$ cat src/rtl/bus_pkg.sv
// Shared definitions for the two-master bus: master-port state encoding,
// frame mode bit values and default widths used by the arbiter and slave ports.
package bus_pkg;

    typedef enum logic [2:0] {
        IDLE     = 3'd0,
        REQ      = 3'd1,
        ADDR     = 3'd2,
        WAIT_ACK = 3'd3,
        WDATA    = 3'd4,
        RDATA    = 3'd5,
        DONE     = 3'd6
    } bm_state_t;

    localparam logic BUS_MODE_WRITE = 1'b1;
    localparam logic BUS_MODE_READ  = 1'b0;

    localparam int BUS_ADDR_WIDTH  = 12;
    localparam int BUS_DATA_WIDTH  = 8;
    localparam int BUS_ACK_TIMEOUT = 16;

endpackage

$ cat src/rtl/bus_shift_reg.sv
// LSB-first shift register with parallel load, used both as the transmit
// PISO and the receive SIPO. New serial bits enter at the MSB.
module bus_shift_reg #(
    parameter int WIDTH = 8
) (
    input  logic             clk,
    input  logic             rst_n,
    input  logic             load,
    input  logic [WIDTH-1:0] par_in,
    input  logic             shift_en,
    input  logic             ser_in,
    output logic [WIDTH-1:0] par_out,
    output logic             ser_out
);

    logic [WIDTH-1:0] data_q;
    logic [WIDTH-1:0] data_d;

    // Next contents: a parallel load takes priority over a shift.
    always_comb begin
        data_d = data_q;
        if (load) begin
            data_d = par_in;
        end else if (shift_en) begin
            data_d = {ser_in, data_q[WIDTH-1:1]};
        end else begin
            data_d = data_q;
        end
    end

    // Storage register.
    always_ff @(posedge clk or negedge rst_n) begin
        if (!rst_n) begin
            data_q <= '0;
        end else begin
            data_q <= data_d;
        end
    end

    assign par_out = data_q;
    assign ser_out = data_q[0];

endmodule

$ cat src/rtl/bus_master_port.sv
// Master-side serial bus port: takes one read/write command, requests the
// arbiter, sends mode+address (and write data) LSB first, collects read data
// and reports completion. Optional WAIT_ACK timeout is compiled in with the
// macro BUS_MASTER_TIMEOUT_EN.
module bus_master_port
    import bus_pkg::*;
#(
    parameter int ADDR_WIDTH  = BUS_ADDR_WIDTH,
    parameter int DATA_WIDTH  = BUS_DATA_WIDTH,
    parameter int ACK_TIMEOUT = BUS_ACK_TIMEOUT
) (
    input  logic                  clk,
    input  logic                  rst_n,
    input  logic                  start,
    input  logic                  rw,
    input  logic [ADDR_WIDTH-1:0] addr,
    input  logic [DATA_WIDTH-1:0] wdata,
    output logic                  busy,
    output logic                  done,
    output logic                  err,
    output logic [DATA_WIDTH-1:0] rdata,
    output logic                  req,
    input  logic                  grant,
    output logic                  tx_bit,
    output logic                  tx_valid,
    input  logic                  ack,
    input  logic                  rx_bit,
    input  logic                  rx_valid
);

    // Whole outgoing frame is loaded at once: mode bit, address, write data.
    localparam int FRAME_W = 1 + ADDR_WIDTH + DATA_WIDTH;
    localparam int CNT_W   = $clog2(FRAME_W + 1);
    localparam logic [CNT_W-1:0] LAST_ADDR = CNT_W'(ADDR_WIDTH);
    localparam logic [CNT_W-1:0] LAST_DATA = CNT_W'(DATA_WIDTH - 1);

`ifdef BUS_MASTER_TIMEOUT_EN
    localparam int TO_W = $clog2(ACK_TIMEOUT + 1);
    localparam logic [TO_W-1:0] TO_LAST = TO_W'(ACK_TIMEOUT - 1);
    logic [TO_W-1:0] to_cnt_q;
    logic [TO_W-1:0] to_cnt_d;
`else
    localparam int ACK_TIMEOUT_UNUSED = ACK_TIMEOUT;
`endif

    bm_state_t             state_q;
    bm_state_t             state_d;
    logic [CNT_W-1:0]      cnt_q;
    logic [CNT_W-1:0]      cnt_d;
    logic                  rw_q;
    logic                  rw_d;
    logic                  err_q;
    logic                  err_d;
    logic [DATA_WIDTH-1:0] rdata_q;
    logic [DATA_WIDTH-1:0] rdata_d;

    logic                  piso_load_s;
    logic                  piso_ser_s;
    logic [FRAME_W-1:0]    piso_unused_s;
    logic                  tx_valid_s;
    logic                  sipo_shift_s;
    logic [DATA_WIDTH-1:0] sipo_par_s;
    logic                  sipo_unused_s;
    logic [DATA_WIDTH-1:0] sipo_next_s;

    // Bus is driven only while this master still holds grant.
    assign tx_valid_s   = ((state_q == ADDR) || (state_q == WDATA)) && grant;
    assign sipo_shift_s = (state_q == RDATA) && grant && rx_valid;
    assign sipo_next_s  = {rx_bit, sipo_par_s[DATA_WIDTH-1:1]};

    bus_shift_reg #(.WIDTH(FRAME_W)) u_piso (
        .clk      (clk),
        .rst_n    (rst_n),
        .load     (piso_load_s),
        .par_in   ({wdata, addr, rw}),
        .shift_en (tx_valid_s),
        .ser_in   (1'b0),
        .par_out  (piso_unused_s),
        .ser_out  (piso_ser_s)
    );

    bus_shift_reg #(.WIDTH(DATA_WIDTH)) u_sipo (
        .clk      (clk),
        .rst_n    (rst_n),
        .load     (1'b0),
        .par_in   ({DATA_WIDTH{1'b0}}),
        .shift_en (sipo_shift_s),
        .ser_in   (rx_bit),
        .par_out  (sipo_par_s),
        .ser_out  (sipo_unused_s)
    );

    // Next-state, bit counting, abort handling and read-data capture.
    always_comb begin
        state_d     = state_q;
        cnt_d       = cnt_q;
        rw_d        = rw_q;
        err_d       = err_q;
        rdata_d     = rdata_q;
        piso_load_s = 1'b0;
`ifdef BUS_MASTER_TIMEOUT_EN
        to_cnt_d    = to_cnt_q;
`endif
        case (state_q)
            IDLE: begin
                err_d = 1'b0;
                if (start) begin
                    rw_d        = rw;
                    piso_load_s = 1'b1;
                    cnt_d       = '0;
                    state_d     = REQ;
                end else begin
                    state_d = IDLE;
                end
            end
            REQ: begin
                if (grant) begin
                    cnt_d   = '0;
                    state_d = ADDR;
                end else begin
                    state_d = REQ;
                end
            end
            ADDR: begin
                if (!grant) begin
                    err_d   = 1'b1;
                    state_d = DONE;
                end else if (cnt_q == LAST_ADDR) begin
                    cnt_d   = '0;
`ifdef BUS_MASTER_TIMEOUT_EN
                    to_cnt_d = '0;
`endif
                    state_d = WAIT_ACK;
                end else begin
                    cnt_d = cnt_q + CNT_W'(1);
                end
            end
            WAIT_ACK: begin
                if (!grant) begin
                    err_d   = 1'b1;
                    state_d = DONE;
                end else if (ack) begin
                    cnt_d   = '0;
                    state_d = (rw_q == BUS_MODE_WRITE) ? WDATA : RDATA;
`ifdef BUS_MASTER_TIMEOUT_EN
                end else if (to_cnt_q == TO_LAST) begin
                    err_d   = 1'b1;
                    state_d = DONE;
                end else begin
                    to_cnt_d = to_cnt_q + TO_W'(1);
                end
`else
                end else begin
                    state_d = WAIT_ACK;
                end
`endif
            end
            WDATA: begin
                if (!grant) begin
                    err_d   = 1'b1;
                    state_d = DONE;
                end else if (cnt_q == LAST_DATA) begin
                    err_d   = 1'b0;
                    state_d = DONE;
                end else begin
                    cnt_d = cnt_q + CNT_W'(1);
                end
            end
            RDATA: begin
                if (!grant) begin
                    err_d   = 1'b1;
                    state_d = DONE;
                end else if (rx_valid) begin
                    if (cnt_q == LAST_DATA) begin
                        rdata_d = sipo_next_s;
                        err_d   = 1'b0;
                        state_d = DONE;
                    end else begin
                        cnt_d = cnt_q + CNT_W'(1);
                    end
                end else begin
                    state_d = RDATA;
                end
            end
            DONE: begin
                err_d   = 1'b0;
                state_d = IDLE;
            end
            default: begin
                err_d   = 1'b0;
                state_d = IDLE;
            end
        endcase
    end

    // Control and result registers.
    always_ff @(posedge clk or negedge rst_n) begin
        if (!rst_n) begin
            state_q <= IDLE;
            cnt_q   <= '0;
            rw_q    <= 1'b0;
            err_q   <= 1'b0;
            rdata_q <= '0;
        end else begin
            state_q <= state_d;
            cnt_q   <= cnt_d;
            rw_q    <= rw_d;
            err_q   <= err_d;
            rdata_q <= rdata_d;
        end
    end

`ifdef BUS_MASTER_TIMEOUT_EN
    // Acknowledge timeout counter, restarted on every entry to WAIT_ACK.
    always_ff @(posedge clk or negedge rst_n) begin
        if (!rst_n) begin
            to_cnt_q <= '0;
        end else begin
            to_cnt_q <= to_cnt_d;
        end
    end
`endif

    assign req      = (state_q == REQ) || (state_q == ADDR) || (state_q == WAIT_ACK) ||
                      (state_q == WDATA) || (state_q == RDATA);
    assign busy     = (state_q != IDLE);
    assign done     = (state_q == DONE);
    assign err      = err_q;
    assign rdata    = rdata_q;
    assign tx_valid = tx_valid_s;
    assign tx_bit   = tx_valid_s & piso_ser_s;

endmodule
$ cat config.mk
export PLATFORM = sky130hd
export DESIGN_NAME = bus_master_port
export DESIGN_NICKNAME = d
export VERILOG_FILES = /design/src/rtl/bus_pkg.sv /design/src/rtl/bus_shift_reg.sv /design/src/rtl/bus_master_port.sv
export SDC_FILE = /design/constraint.sdc
export NUM_CORES = 1
export LEC_CHECK = 0
export CAP_MARGIN = 20
export CORE_ASPECT_RATIO = 0.6
export CORE_MARGIN = 2
export CORE_UTILIZATION = 35
export CTS_BUF_LIST = sky130_fd_sc_hd__clkbuf_8
export CTS_CLUSTER_SIZE = 14
export DETAILED_ROUTE_END_ITERATION = 6
export GPL_ROUTABILITY_DRIVEN = 0
export PLACE_DENSITY = 0.62
export SLEW_MARGIN = 25
export SYNTH_ARGS = -nofsm -noshare
export SYNTH_HDL_FRONTEND = slang
export SYNTH_HIERARCHICAL = 1
export SYNTH_SLANG_ARGS = --single-unit
$ cat constraint.sdc
create_clock -name clk -period 2.7 [get_ports clk]
set_clock_uncertainty 0.15 [all_clocks]
set_input_delay 0.54 -clock clk [delete_from_list [all_inputs] [get_ports clk]]
set_output_delay 0.54 -clock clk [all_outputs]
set_load 0.005 [all_outputs]
==> impl_results.md, run 1 <==
- Total GRT Usage: 13.5%
- Min-delay worst type: in2async
- Initial Utilization: ~36%
- Synth Instances: between 200 and 250
- CP max stage cell: clkdlybuf4s50_1
- Post-Place Setup Slack: between 0.03 and 0.04 ns
- Pins Over Slew Limit: 0
- Critical Path AT: ~1.9 ns
- CP delay by family, top: buffers and inverters
- Share of cells above drive strength 1: 13.2%
- CTS Hold Bufs: 0
- Fin crit share: 95.9%
- CTS sink count: 46
- Worst slew pin tran: between 0.5 and 0.6 ns
- Slew HR: between 60% and 70%
- Pwr Density: 864 nW/um^2
- Synthesis Warnings: 6
- Initial detailed-routing violation count: 59
- Cell Rows: 23
- Fin. Hold Viols: 0
- Crit path kind: reg2out
- Die span in y: a little under 70 um
- Number of stages on the worst setup path: 4
- Fin area: around 3000 um^2
- Nets: approximately 320
- Max Cap Violations: 0
- CTS buffer count: 5
- Routed wire per std cell: about 13 um
- Final WS setup: about 0.11 ns
- Post-CTS setup buffer count: 0
- Clock Latency Late Sink: ~0.29 ns
- Post-DRT Antenna Nets: 0
- Leakage: roughly 1.3 nW
- Diodes inserted: 0
- Die W: 111 um
- H-tree depth: 2
- Worst reg2reg path depth: 7
- CTS tree: built
- Largest net degree at the start of global routing: 43
- Core footprint: roughly 6600 um^2
- Number of port buffers: 41
- CTS clk-pin slew, worst paths: 0.08 ns
- CTS max path bufs: 2
- Peak VDD IR: 488 uV
- Maximum fanout along the worst path: 14
- Status: finished, final reports clean
- Final setup viols: 0
- Setup crit end kind: primary output
- Grt total ovfl: 0
- Area grow syn2layout: 26.8%
- Fillcell total: approximately 660
- Total number of vias: roughly 1.8k
- Drt pass-1 iters: 4
- CP Launch Type: flip-flop
- Post-Place Cell Area: 2920 um^2
- Ports: 42
- Initial antenna violation count: 0
- Number of global-route vias before repair: between 1.5k and 2k
- CP peak stage delay: about 0.48 ns
- CP Cell Sequence: buf_4 > nor3_1 > inv_1 > clkdlybuf4s50_1
- Mapped Area: 2390 um^2
- Highest Clock Rate: 386 MHz
- Mean Syn Cell Area: between 10 and 15 um^2
- First-pass GRT wire length: between 7000 and 8000 um
- Fin crit period: around 2.6 ns
- CP bufs+invs: 3
- Worst Path Required: around 2 ns
- Drt drc: 0
- Final WL: slightly below 5000 um
- Vias per cell: 4.78
- Hpwl dp: around 3500 um
- Root Buffer Master: clkbuf_8
- DIE AREA: roughly 7500 um^2
-- sequential cells by signal (all words and copies together), names as in the netlist --
| name | count |
|---|---|
| cnt_q | 5 |
| err | 1 |
| rdata | 8 |
| rw_q | 1 |
| state_q | 3 |
| u_piso/par_out | 21 |
| u_sipo/par_out | 7 |
-- routing by layer --
layer	wire, um	GRT usage (%)	vias up
met4	29	4.22	0
met1	2770	21.6	835
met5	0	0	-
li1	-	-	908
met3	221	3.54	2
met2	1850	17.0	43
-- cell type report --
| type | instances | area, um^2 | area share (%) |
|---|---|---|---|
| sequential | 46 | 1150 | 38.1 |
| inverter | 5 | 18.8 | 0.620 |
| timing repair buffer | 52 | 500 | 16.5 |
| tap | 87 | 109 | 3.60 |
| clock inverter | 2 | 8.76 | 0.289 |
| multi-input combinational | 176 | 1160 | 38.2 |
| clock buffer | 6 | 82.6 | 2.73 |
-- cell usage in the layout, fill, tap and decap left out, types with 2 or more instances in the layout --
cell and count:
dfrtp_1 45, clkdlybuf4s50_1 40, nand2_1 39, mux2i_1 29
o21ai_1 27, conb_1 14, buf_4 10, mux2_2 9
o21ai_0 9, inv_1 6, clkbuf_8 6, nand3_1 4
nor2_1 4, a21oi_1 3, nand2b_1 3, nor3_1 2
and2_1 2, nand2b_4 2, a211oi_1 2, a31oi_1 2
o31ai_1 2, ha_1 2
-- path summary, 6_finish.rpt --
check                           slack (ns)                end        from
min in group clk                      0.36           cnt_q[4]    cnt_q[4]
worst min-delay path                  0.06         state_q[2]       rst_n
worst max-delay path                  0.11               busy  state_q[2]
worst max register to register        0.69           cnt_q[4]    cnt_q[0]
max in group asynchronous             1.82  u_sipo/par_out[5]       rst_n
worst min register to register        0.36           cnt_q[4]    cnt_q[4]
-- repair_timing --
item | CTS | global route
gates resized for setup | 0 | 4
hold endpoints to repair | 0 | 0
endpoints found under the setup margin | 0 | 1
-- metrics by stage --
stage                     std cells  utilization, %  setup TNS (ns)  power (mW)  hold WS (ns)
after global routing            374            45.5        -0.00693        2.84         0.104
after CTS                       374            45.3               0        2.62        0.0778
after floorplan                 242               -               0        1.90        0.0944
after global placement          366            43.9               0        2.14         0.335
after detailed placement        366            43.9               0        2.17         0.342
final                           374            45.5               0        2.62        0.0634
-- where the power goes --
part | total, mW | switching [mW] | internal, mW | leakage (nW)
clock | 0.432 | 0.228 | 0.203 | 0.0524
sequential | 1.06 | 0.153 | 0.909 | 0.588
combinational | 1.12 | 0.574 | 0.549 | 0.622
(Power assumes the default switching activity.)
==> inputs of run 2 (changes only) <==
--- a/config.mk
+++ b/config.mk
@@ -5,7 +5,7 @@
 export SDC_FILE = /design/constraint.sdc
 export NUM_CORES = 1
 export LEC_CHECK = 0
-export CAP_MARGIN = 20
+export CAP_MARGIN = 15
 export CORE_ASPECT_RATIO = 0.6
 export CORE_MARGIN = 2
 export CORE_UTILIZATION = 35
==> results of run 2 <==
Final layout, timing and power as in run 1 (identical DEF).
==> inputs of run 3 (changes only) <==
--- a/config.mk
+++ b/config.mk
@@ -8,13 +8,13 @@
 export CAP_MARGIN = 15
 export CORE_ASPECT_RATIO = 0.6
 export CORE_MARGIN = 2
-export CORE_UTILIZATION = 35
+export CORE_UTILIZATION = 55
 export CTS_BUF_LIST = sky130_fd_sc_hd__clkbuf_8
 export CTS_CLUSTER_SIZE = 14
 export DETAILED_ROUTE_END_ITERATION = 6
 export GPL_ROUTABILITY_DRIVEN = 0
-export PLACE_DENSITY = 0.62
-export SLEW_MARGIN = 25
+export PLACE_DENSITY = 0.87
+export RECOVER_POWER = 25
 export SYNTH_ARGS = -nofsm -noshare
 export SYNTH_HDL_FRONTEND = slang
 export SYNTH_HIERARCHICAL = 1
==> run 3 against run 2 <==
Effect of this change: flip-flop and latch count unchanged; power up 1.1%; combinational power up 4%; global-route usage up 6.5 points; register-to-register slack worse by 0.07 ns; non-clock buffer count up 2; core utilization up 27 points; worst hold slack better by 0.29 ns; final area down 0.79%; routed wire length down 3.3%; sequential power about the same; largest cell class is now sequential cells.
==> impl_results.md, run 3 (synthesized netlist as in run 1, its figures left out) <==
- Status: finished, final reports clean (unchanged)
- Fin crit share: 94.5% (was 95.9%)
- Number of stages on the worst setup path: 5 (was 4)
- CP peak stage delay: 0.46 ns (was 0.48 ns)
- Setup crit end kind: primary output (unchanged)
- Worst reg2reg path depth: 5 (was 7)
- Hold slack: 0.356 ns (was 0.0634 ns)
- Largest net degree at the start of global routing: 47 (was 43)
- Post-DRT Antenna Nets: 0 (unchanged)
- Maximum fanout along the worst path: 8 (was 14)
- CP Launch Type: flip-flop (unchanged)
- Reg2Reg Setup Slack: 0.62 ns (was 0.69 ns)
- Total GRT Usage: 20.0% (was 13.5%)
- Number of port buffers: 41 (unchanged)
- Drt pass-1 iters: 4 (unchanged)
- CTS tree: built (unchanged)
- Post-Route Utilization: 72.5% (was 45.5%)
- Crit path kind: reg2out (unchanged)
- Most frequent cells in the layout: 45 x dfrtp_1, 39 x nand2_1, 39 x clkdlybuf4s50_1 (was 45 x dfrtp_1, 40 x clkdlybuf4s50_1, 39 x nand2_1)
- Grt total ovfl: 0 (unchanged)
- Area grow syn2layout: 25.8% (was 26.8%)
- Internal power: 1.68 mW (was 1.66 mW)
- CP max stage cell: clkdlybuf4s50_1 (unchanged)
- Highest Clock Rate: 392 MHz (was 386 MHz)
- Fillcell total: 305 (was 655)
- Setup TNS: 0 ns (unchanged)
- Initial Utilization: 57.6% (was 35.9%)
- Routed wire per std cell: 13.5 um (was 13.0 um)
- Root Buffer Master: clkbuf_8 (unchanged)
- Min-delay worst type: reg2reg (was in2async)
- Critical Path AT: 1.86 ns (was 1.90 ns)
- RSZ-0062 raised after global routing: no
- CTS buffer count: 5 (unchanged)
- Flop pwr share: 40.3% (was 40.6%)
- Total number of vias: 1811 (was 1788)
- CTS clk-pin slew, worst paths: 0.09 ns (was 0.08 ns)
- Drt drc: 0 (unchanged)
- Worst hold path depth: 1
- Combinational power share: 43.7% (was 42.9%)
- Core footprint: 4140 um^2 (was 6650 um^2)
- H-tree depth: 2 (unchanged)
- CTS Hold Bufs: 0 (unchanged)
- Clock Latency Late Sink: 0.30 ns (was 0.29 ns)
- CP bufs+invs: 4 (was 3)
- Cell Rows: 18 (was 23)
- Ports: 42 (unchanged)
- Pwr Density: 881 nW/um^2 (was 864 nW/um^2)
- Vias per cell: 5.19 (was 4.78)
- Largest register FFs: 21 (unchanged)
- Leading cell type in the layout, fill and taps excluded: dfrtp_1 (unchanged)
- Number of global-route vias before repair: 1582 (unchanged)
- Die W: 89.1 um (was 111 um)
- Pins Over Slew Limit: 0 (unchanged)
- Switch share: 36.5% (about the same)
- CP delay by family, top: buffers and inverters (unchanged)
- Fin. Hold Viols: 0 (unchanged)
- CTS max path bufs: 2 (unchanged)
- Nets: 318 (was 316)
- Initial detailed-routing violation count: 132 (was 59)
- Max Cap Violations: 0 (unchanged)
- Die span in y: 55.0 um (was 68.0 um)
- Leakage: 1.29 nW (was 1.26 nW)
- DIE AREA: 4900 um^2 (was 7520 um^2)
- CTS sink count: 46 (unchanged)
- Net Sw Power: 0.964 mW (was 0.956 mW)
- Fin crit period: 2.55 ns (was 2.59 ns)
- Diodes inserted: 0 (unchanged)
- Slew HR: 25.7% (was 65.0%)
- Initial antenna violation count: 0 (unchanged)
- Hpwl dp: 3250 um (was 3530 um)
- Peak VDD IR: 453 uV (was 488 uV)
- CP Cell Sequence: buf_6 > buf_4 > nor3_1 > inv_1 > clkdlybuf4s50_1 (was buf_4 > nor3_1 > inv_1 > clkdlybuf4s50_1)
- Clock power share: 16.1% (was 16.5%)
- Final WL: 4710 um (was 4870 um)
- First-pass GRT wire length: 7270 um (was 7990 um)
- Total power: 2.65 mW (was 2.62 mW)
- Worst Path Required: 2.01 ns (about the same)
- Final setup viols: 0 (unchanged)
- Share of cells above drive strength 1: 13.5% (was 13.2%)
- Worst slew pin tran: 1.11 ns (was 0.525 ns)
==> run 3: through the flow <==
stage,setup slack [ns],instances,cell area [um^2]
after global routing,0.0467,349,3000
after detailed placement,0.0229,338,2890
final,0.147,349,3000
after floorplan,0.640,242,2440
after global placement,0.0918,338,2890
after CTS,0.0184,346,2980
==> run 3: power groups by stage <==
stage / registers [mW] / clock network [mW] / logic [mW]
finish: 1.06 / 0.425 / 1.16
global route: 1.09 / 0.464 / 1.27
CTS: 1.05 / 0.434 / 1.10
detailed placement: 1.07 / 0 / 1.10
global placement: 1.05 / 0 / 1.06
floorplan: 1.01 / 0 / 0.890
==> run 3: routing by layer <==
layer / routed length (um) / vias to the layer above / GRT usage, %
li1: - / 914 / -
met1: 2380 / 839 / 29.5
met2: 2010 / 54 / 29.7
met3: 286 / 4 / 5.04
met4: 27 / 0 / 5.47
met5: 0 / - / 0
==> run 3: what timing repair did <==
item / in CTS / in global routing
setup endpoints to repair: 0 / 1
resized for setup: 0 / 5
setup buffers: 0 / 3
==> run 3: path summary, 6_finish.rpt <==
check / from / end
setup reg to reg: state_q[1] / rw_q
max in group asynchronous: rst_n / state_q[2]
hold / removal: rdata[1] / rdata[1]
hold reg to reg: rdata[1] / rdata[1]
min in group asynchronous: rst_n / cnt_q[1]
setup / recovery: state_q[1] / busy
==> run 3: worst reg2reg max path: cells and delay by family, from the launching register on <==
kind	cells	cell delay (ns)
buffers and inverters	2	0.29
flip-flops	1	0.41
multiplexers	1	0.39
AND/OR/NAND/NOR	2	0.73
==> run 3: cell type report <==
class                   count  area, um^2  area share (%)
well taps                  60        75.1            2.50
flip-flops and latches     46        1150            38.4
inverters                   5        18.8           0.625
repair buffers             54         519            17.3
clock buffers               6        82.6            2.75
multi-input cells         176        1150            38.2
clock inverters             2        8.76           0.292
